**config.mk**
```make
export PLATFORM = sky130hd
export DESIGN_NAME = qar_gpio
export DESIGN_NICKNAME = d
export VERILOG_FILES = /design/src/rtl/qar_gpio_pkg.sv /design/src/rtl/qar_gpio_filter.sv /design/src/rtl/qar_gpio.sv
export SDC_FILE = /design/constraint.sdc
export NUM_CORES = 1
export LEC_CHECK = 0
export ABC_AREA = 1
export CAP_MARGIN = 20
export CORE_AREA = 2 2 213 215
export CTS_CLUSTER_DIAMETER = 60
export DETAILED_ROUTE_END_ITERATION = 10
export DIE_AREA = 0 0 215 217
export PLACE_DENSITY_LB_ADDON = 0.12
export SLEW_MARGIN = 20
export SYNTH_ARGS = -nofsm -noshare
export SYNTH_HDL_FRONTEND = slang
export SYNTH_HIERARCHICAL = 1
export SYNTH_SLANG_ARGS = --single-unit
```
**constraint.sdc**
```tcl
create_clock -name clk -period 24.6 [get_ports clk]
set_input_delay 6.15 -clock clk [delete_from_list [all_inputs] [get_ports clk]]
set_output_delay 6.15 -clock clk [all_outputs]
set_load 0.02 [all_outputs]
```
**src/rtl/qar_gpio_pkg.sv**
```systemverilog
// Shared definitions for the qar_gpio peripheral: register map and bus FSM encoding.
package qar_gpio_pkg;

  localparam logic [7:0] GPIO_OUT     = 8'h00;
  localparam logic [7:0] GPIO_DIR     = 8'h04;
  localparam logic [7:0] GPIO_IN      = 8'h08;
  localparam logic [7:0] GPIO_IRQ_EN  = 8'h0C;
  localparam logic [7:0] GPIO_RISE_EN = 8'h10;
  localparam logic [7:0] GPIO_FALL_EN = 8'h14;
  localparam logic [7:0] GPIO_STATUS  = 8'h18;

  typedef enum logic {
    BUS_IDLE = 1'b0,
    BUS_RESP = 1'b1
  } bus_state_t;

endpackage

```
**src/rtl/qar_gpio_filter.sv**
```systemverilog
// Pin synchroniser plus two-sample agree filter; emits one-cycle rise/fall pulses
// on every change of the filtered vector.
module qar_gpio_filter
  import qar_gpio_pkg::*;
#(
  parameter int WIDTH       = 32,
  parameter int SYNC_STAGES = 2
) (
  input  logic             clk,
  input  logic             rst,
  input  logic             tick,
  input  logic [WIDTH-1:0] pin_in,
  output logic [WIDTH-1:0] filt,
  output logic [WIDTH-1:0] rise,
  output logic [WIDTH-1:0] fall
);

  logic [SYNC_STAGES-1:0][WIDTH-1:0] sync_q;
  logic [WIDTH-1:0]                  samp_q;
  logic [WIDTH-1:0]                  sync_v;
  logic [WIDTH-1:0]                  upd;

  assign sync_v = sync_q[SYNC_STAGES-1];
  // A bit flips only when this sample matches the previous one and differs from filt.
  assign upd    = tick ? (~(sync_v ^ samp_q) & (sync_v ^ filt)) : '0;

  always_ff @(posedge clk or posedge rst) begin
    if (rst) begin
      sync_q <= '0;
      samp_q <= '0;
      filt   <= '0;
      rise   <= '0;
      fall   <= '0;
    end else begin
      sync_q <= {sync_q[SYNC_STAGES-2:0], pin_in};
      if (tick) samp_q <= sync_v;
      filt <= filt ^ upd;
      rise <= upd & sync_v;
      fall <= upd & ~sync_v;
    end
  end

endmodule

```
**src/rtl/qar_gpio.sv**
```systemverilog
// Memory-mapped GPIO: output/direction registers, filtered inputs, edge status (W1C)
// and a registered level interrupt, behind a two-state request/ready bus.
module qar_gpio
  import qar_gpio_pkg::*;
#(
  parameter int WIDTH       = 32,
  parameter int FILTER_DIV  = 4,
  parameter int SYNC_STAGES = 2
) (
  input  logic             clk,
  input  logic             rst,
  input  logic             bus_valid,
  input  logic             bus_we,
  input  logic [7:0]       bus_addr,
  input  logic [31:0]      bus_wdata,
  output logic             bus_ready,
  output logic [31:0]      bus_rdata,
  input  logic [WIDTH-1:0] pin_in,
  output logic [WIDTH-1:0] gpio_out,
  output logic [WIDTH-1:0] gpio_dir,
  output logic             gpio_irq
);

  localparam int CW = (FILTER_DIV > 1) ? $clog2(FILTER_DIV) : 1;

  logic [CW-1:0]    pre_cnt;
  logic             tick;
  logic [WIDTH-1:0] filt, rise, fall;
  logic [WIDTH-1:0] irq_en, rise_en, fall_en, status;
  logic [WIDTH-1:0] wval, clr, set;
  bus_state_t       state;
  logic             req_we;
  logic [7:0]       req_addr;
  logic [31:0]      req_wdata;
  logic [31:0]      rd_mux;
  logic             wr;
  logic             unused_addr_lsb;

  assign unused_addr_lsb = ^bus_addr[1:0];

  assign tick = (pre_cnt == CW'(FILTER_DIV - 1));

  always_ff @(posedge clk or posedge rst) begin
    if (rst)       pre_cnt <= '0;
    else if (tick) pre_cnt <= '0;
    else           pre_cnt <= pre_cnt + 1'b1;
  end

  qar_gpio_filter #(.WIDTH(WIDTH), .SYNC_STAGES(SYNC_STAGES)) u_filt (
    .clk    (clk),
    .rst    (rst),
    .tick   (tick),
    .pin_in (pin_in),
    .filt   (filt),
    .rise   (rise),
    .fall   (fall)
  );

  assign wr   = (state == BUS_RESP) && req_we;
  assign wval = WIDTH'(req_wdata);
  assign clr  = (wr && req_addr == GPIO_STATUS) ? wval : '0;
  assign set  = (rise & rise_en) | (fall & fall_en);

  always_comb begin
    rd_mux = '0;
    case (req_addr)
      GPIO_OUT:     rd_mux = 32'(gpio_out);
      GPIO_DIR:     rd_mux = 32'(gpio_dir);
      GPIO_IN:      rd_mux = 32'(filt);
      GPIO_IRQ_EN:  rd_mux = 32'(irq_en);
      GPIO_RISE_EN: rd_mux = 32'(rise_en);
      GPIO_FALL_EN: rd_mux = 32'(fall_en);
      GPIO_STATUS:  rd_mux = 32'(status);
      default:      rd_mux = '0;
    endcase
  end

  always_ff @(posedge clk or posedge rst) begin
    if (rst) begin
      state     <= BUS_IDLE;
      bus_ready <= 1'b0;
      bus_rdata <= '0;
      req_we    <= 1'b0;
      req_addr  <= '0;
      req_wdata <= '0;
    end else begin
      case (state)
        BUS_IDLE: begin
          bus_ready <= 1'b0;
          bus_rdata <= '0;
          if (bus_valid) begin
            req_we    <= bus_we;
            req_addr  <= {bus_addr[7:2], 2'b00};
            req_wdata <= bus_wdata;
            state     <= BUS_RESP;
          end
        end
        BUS_RESP: begin
          bus_ready <= 1'b1;
          bus_rdata <= req_we ? 32'h0 : rd_mux;
          state     <= BUS_IDLE;
        end
        default: state <= BUS_IDLE;
      endcase
    end
  end

  // New edges are OR-ed in after the clear so a same-cycle edge keeps its bit set.
  always_ff @(posedge clk or posedge rst) begin
    if (rst) begin
      gpio_out <= '0;
      gpio_dir <= '0;
      irq_en   <= '0;
      rise_en  <= '0;
      fall_en  <= '0;
      status   <= '0;
      gpio_irq <= 1'b0;
    end else begin
      if (wr) begin
        case (req_addr)
          GPIO_OUT:     gpio_out <= wval;
          GPIO_DIR:     gpio_dir <= wval;
          GPIO_IRQ_EN:  irq_en   <= wval;
          GPIO_RISE_EN: rise_en  <= wval;
          GPIO_FALL_EN: fall_en  <= wval;
          default: ;
        endcase
      end
      status   <= (status & ~clr) | set;
      gpio_irq <= |(status & irq_en);
    end
  end

endmodule

```
# Word-level counts from Yosys, hierarchy flattened

Cells that the tools add are included.
W data, S select, Z words.

Flip-flop bits (word level): 460
Bits of input ports: 76
Output and inout bits: 98
Logic and storage cells: 63

Add/subtract/negate cells: 1
Equal/unequal tests: 7
Multiplexer cells: 9
Bitwise gates (word level): 16
Reduce and logical (&&, ||, !) cells: 10

Operator list:

| cell                  | count |
|---|---|
| $and A32 B32 Y32      | 7 |
| $pmux W32 S7          | 1 |
| $mux W32              | 3 |
| $not A32 Y32          | 3 |
| $xor A32 B32 Y32      | 3 |
| $or A32 B32 Y32       | 2 |
| $pmux W32 S2          | 1 |
| $reduce_or A32 Y1     | 1 |
| $eq A6 B3 Y1 const B  | 3 |
| $eq A6 B2 Y1 const B  | 2 |
| $reduce_and A2 Y1     | 6 |
| $logic_not A8 Y1      | 1 |
| $eq A6 B1 Y1 const B  | 1 |
| $pmux W1 S2           | 2 |
| $add A2 B1 Y2 const B | 1 |
| $eq A2 B2 Y1 const B  | 1 |
| $logic_and A1 B1 Y1   | 2 |
| $mux W2               | 1 |
| $mux W1               | 1 |
| $not A1 Y1            | 1 |

# Logic depth before layout (Yosys ltp)

Depth after elaboration: 6
Depth in mapped cells: 9

# Cells and area by module

The synthesis kept the hierarchy.

By module, submodules not included:

| module          | instances | cells an instance | area an instance (sq um) | seq. area each (sq um) |
|---|---|---|---|---|
| qar_gpio        | 1         | 1,453             | 12,107.9                 | 6,706.4 |
| qar_gpio_filter | 1         | 617               | 6,845.3                  | 4,804.6 |

# Worst setup path before layout

OpenSTA, ideal clock, no wires.

Path type: in2reg
Start point: input port bus_valid
End point: register req_we
Setup time: 0.125 ns
Arrival: 7.020 ns
Data required time: 24.475 ns
Path slack: 17.455 ns
Cell stages on the path: 4
Buffers on the path: 1
Path through: inv_1 nor2_1 clkbuf_1 mux2_2

Word-level cells in the longest chain between the ends: 1

RTL lines:

| what                               | RTL line       | text |
|---|---|---|
| start: declaration                 | qar_gpio.sv:12 | `input logic bus_valid,` |
| $reduce_and A2 Y1 (no source line) | n/a            |  |
| end signal: assignment             | qar_gpio.sv:92 | `req_we <= bus_we;` |
| end: declaration                   | qar_gpio.sv:32 | `logic req_we;` |

No other way between the ends.
A chain may end at the register's enable or synchronous reset.

==> results.yml <==
run_status:
  run_status: "completed"
floorplanning:
  dieWidth_um: 215
  floorplan.initialDensity_pct: 42.4
  die_h_um: 217
  io_pins: 174
  design.die.area_um2: 46700
  core_region_area_um2: 44700
  std_cell_rows: 78
drt:
  remaining_drc_errors: 0
  drt-total-wl_um: 52800
  drtIter0Drc: 1191
  drt_pre_antenna_iters: 7
  routed_via_density: 5.15
  final_antenna_net_count: 0
  wl_per_cell_um: 18.6
  via_count: 14625
cts:
  post_cts.repair.setup_buffers: 0
  cts.reportedPaths.clkPinSlew_ns: 0.06
  cts_sinks: 460
  insertion_delay_ns: 0.59
  tritoncts.num_buffers: 51
  cts_root_buffer: "clkbuf_16"
  ctsHtreeMaxLevel: 2
  holdBufCountCts: 0
  cts-root-to-sink-buffers: 3
  cts_tree: "yes"
  post_cts.resized_instances: 0
hold_path:
  hold_path_class: "reg2reg"
  min-delay-start: "u_filt/sync_q[31]"
synthesis:
  synth_enable_flop_cells: 0
  yosys_most_used_dff: "dfrtp_1"
  synth_nets: 2147
  synth-async-reset-ratio_pct: 100
  syn-mean-instance-area_um2: 9.16
  synth.distinct_cells: 26
  syn_inst: 2070
  sequential_share_of_the_synthesized_area_pct: 60.7
  yosys_warnings: 6
  netlist_area_um2: 19000
  ys_ff_latch: 460
timing:
  totalNegativeSetupSlack_ns: 0
  timing.clock.skew_ns: 0.0176
  setup-violations-final: 0
  worst_slew_pin_slew_ns: 1.05
  slew_headroom_pct: 30.0
  final.period_utilization_pct: 32.1
  final_period_minus_worst_setup_slack_ns: 7.89
  fmax_mhz: 127
  grt_setup_unrepaired: "false"
  hold_violations: 0
  number_of_max_slew_violations_in_the_final_report: 0
power_and_ir_drop:
  p_per_area_nw_per_um2: 87.1
  worst_ir_drop_vdd_mv: 0.0424
  static-leakage-power_nw: 10.8
worst_setup_path:
  start_kind: "input pin"
  setup.worst_path.end_class: "asynchronous set/reset pin"
  category_of_the_most_critical_setup_path: "in2async"
  worst-path-max-fanout: 121
  startpoint: "rst"
  timing.critical_path.slowest_cell_delay_ns: 0.86
  reg2reg_setup_slack_ns: 21.34
  reg2reg_depth: 7
  series_of_cell_instances_along_the_critical_path: "clkdlybuf4s50_1, inv_8, buf_4"
  worstPathArrival_ns: 8.46
  crit_required_ns: 25.17
  worst_path_max_delay_cell: "buf_4"
  r2r-end: "status[18]"
  crit_path_end: "u_filt/sync_v[16]"
  timing.rr.start: "req_addr[5]"
global_routing:
  grt_pass1_vias: 14812
  grt_max_degree: 122
  grt_antenna_before_repair: 0
  globalRoute.totalOverflow: 0
  grt_pass1_wl_um: 84600
  grt_use_total_pct: 23.3
finish:
  layoutNonFillerInstCount: 2839
  layout-area-overhead-vs-synth_pct: 20.1
  drive_above_1_share_pct: 6.43
  finalNetCount: 2279
  insertedDiodeCount: 0
  num-fill-cells: 4204
  layout.cells.most_common: "nand2_1"
  final_cell_mix: "nand2_1, dfrtp_1, nor2_1"
placed_design:
  detailedPlacementHpwl_um: 30400
  placedCellCount: 2749
  portBuffers: 171
  gp_congestion: 0.769
job:
  drv.max_cap_violation_count: 0
## cell usage after synthesis (3+ instances only)
library cell | count | area [um2]
o21ai_0 | 191 | 956
nor2_1 | 202 | 758
nor3_1 | 30 | 150
buf_6 | 4 | 45.0
nand2_1 | 493 | 1850
buf_4 | 10 | 75.1
buf_12 | 3 | 60.1
o21bai_1 | 30 | 225
nor2_4 | 30 | 338
buf_2 | 31 | 155
clkbuf_1 | 63 | 236
o21ai_1 | 39 | 195
nand4_1 | 138 | 863
nand4_2 | 3 | 37.5
a21oi_1 | 33 | 165
nand3_1 | 99 | 495
inv_1 | 200 | 751
dfrtp_1 | 460 | 11500
## per-layer routing
layer / GRT usage, % / routed length, um
met1: 32.0 / 23500
met5: 0 / 0
met4: 6.67 / 1110
met3: 3.91 / 3200
met2: 38.3 / 25000
## metrics by stage
step / setup slack [ns] / hold slack (ns) / utilization, % / cell area [um2] / total power [mW]
global placement: 15.99 / 0.335 / 47.2 / 21100 / 1.23
finish: 16.71 / 0.340 / 50.9 / 22800 / 1.98
detailed placement: 15.97 / 0.335 / 47.2 / 21100 / 1.24
CTS: 16.61 / 0.341 / 50.9 / 22800 / 2.00
global route: 16.30 / 0.349 / 50.9 / 22800 / 2.08
floorplan: 11.07 / 0.331 / - / 19000 / 1.10
## logic make-up after synthesis
logic type      Yosys count  synth area share (%)
compound gates          294                  8.18
flops                   460                  60.7
buf+inv                 315                  7.08
simple gates            999                  23.9
mux                       1                0.0594
fa+ha+maj                 1                0.0660
## worst max-delay path, delay by kind of cell
kind     cells  cell delay [ns]
buf+inv      3             2.13
## how the worst min path moves through the flow
stage               cells past startpoint           endpoint  slack [ns]
floorplan                               0   u_filt/sync_v[0]        0.33
finish                                  0  u_filt/sync_v[31]        0.34
CTS                                     0  u_filt/sync_v[27]        0.34
global placement                        0  u_filt/sync_v[15]        0.33
global route                            0  u_filt/sync_v[27]        0.35
detailed placement                      0  u_filt/sync_v[27]        0.33
## report_power, final
| part | total (mW) | internal [mW] | switching (mW) | leakage, nW |
|---|---|---|---|---|
| Clock | 0.753 | 0.449 | 0.304 | 0.814 |
| Sequential | 0.925 | 0.850 | 0.0745 | 5.97 |
| Combinational | 0.305 | 0.109 | 0.196 | 4.04 |
## area by class of cell
type	instances	area (um2)	share of cell area [%]
Sequential cell	460	11500	50.6
Timing Repair Buffer	190	1860	8.16
Clock buffer	83	1590	6.98
Multi-Input combinational cell	1295	6190	27.2
Clock inverter	7	73.8	0.324
Tap cell	600	751	3.30
Inverter	204	786	3.45
No activity file was read; power rests on OpenSTA's default activity.
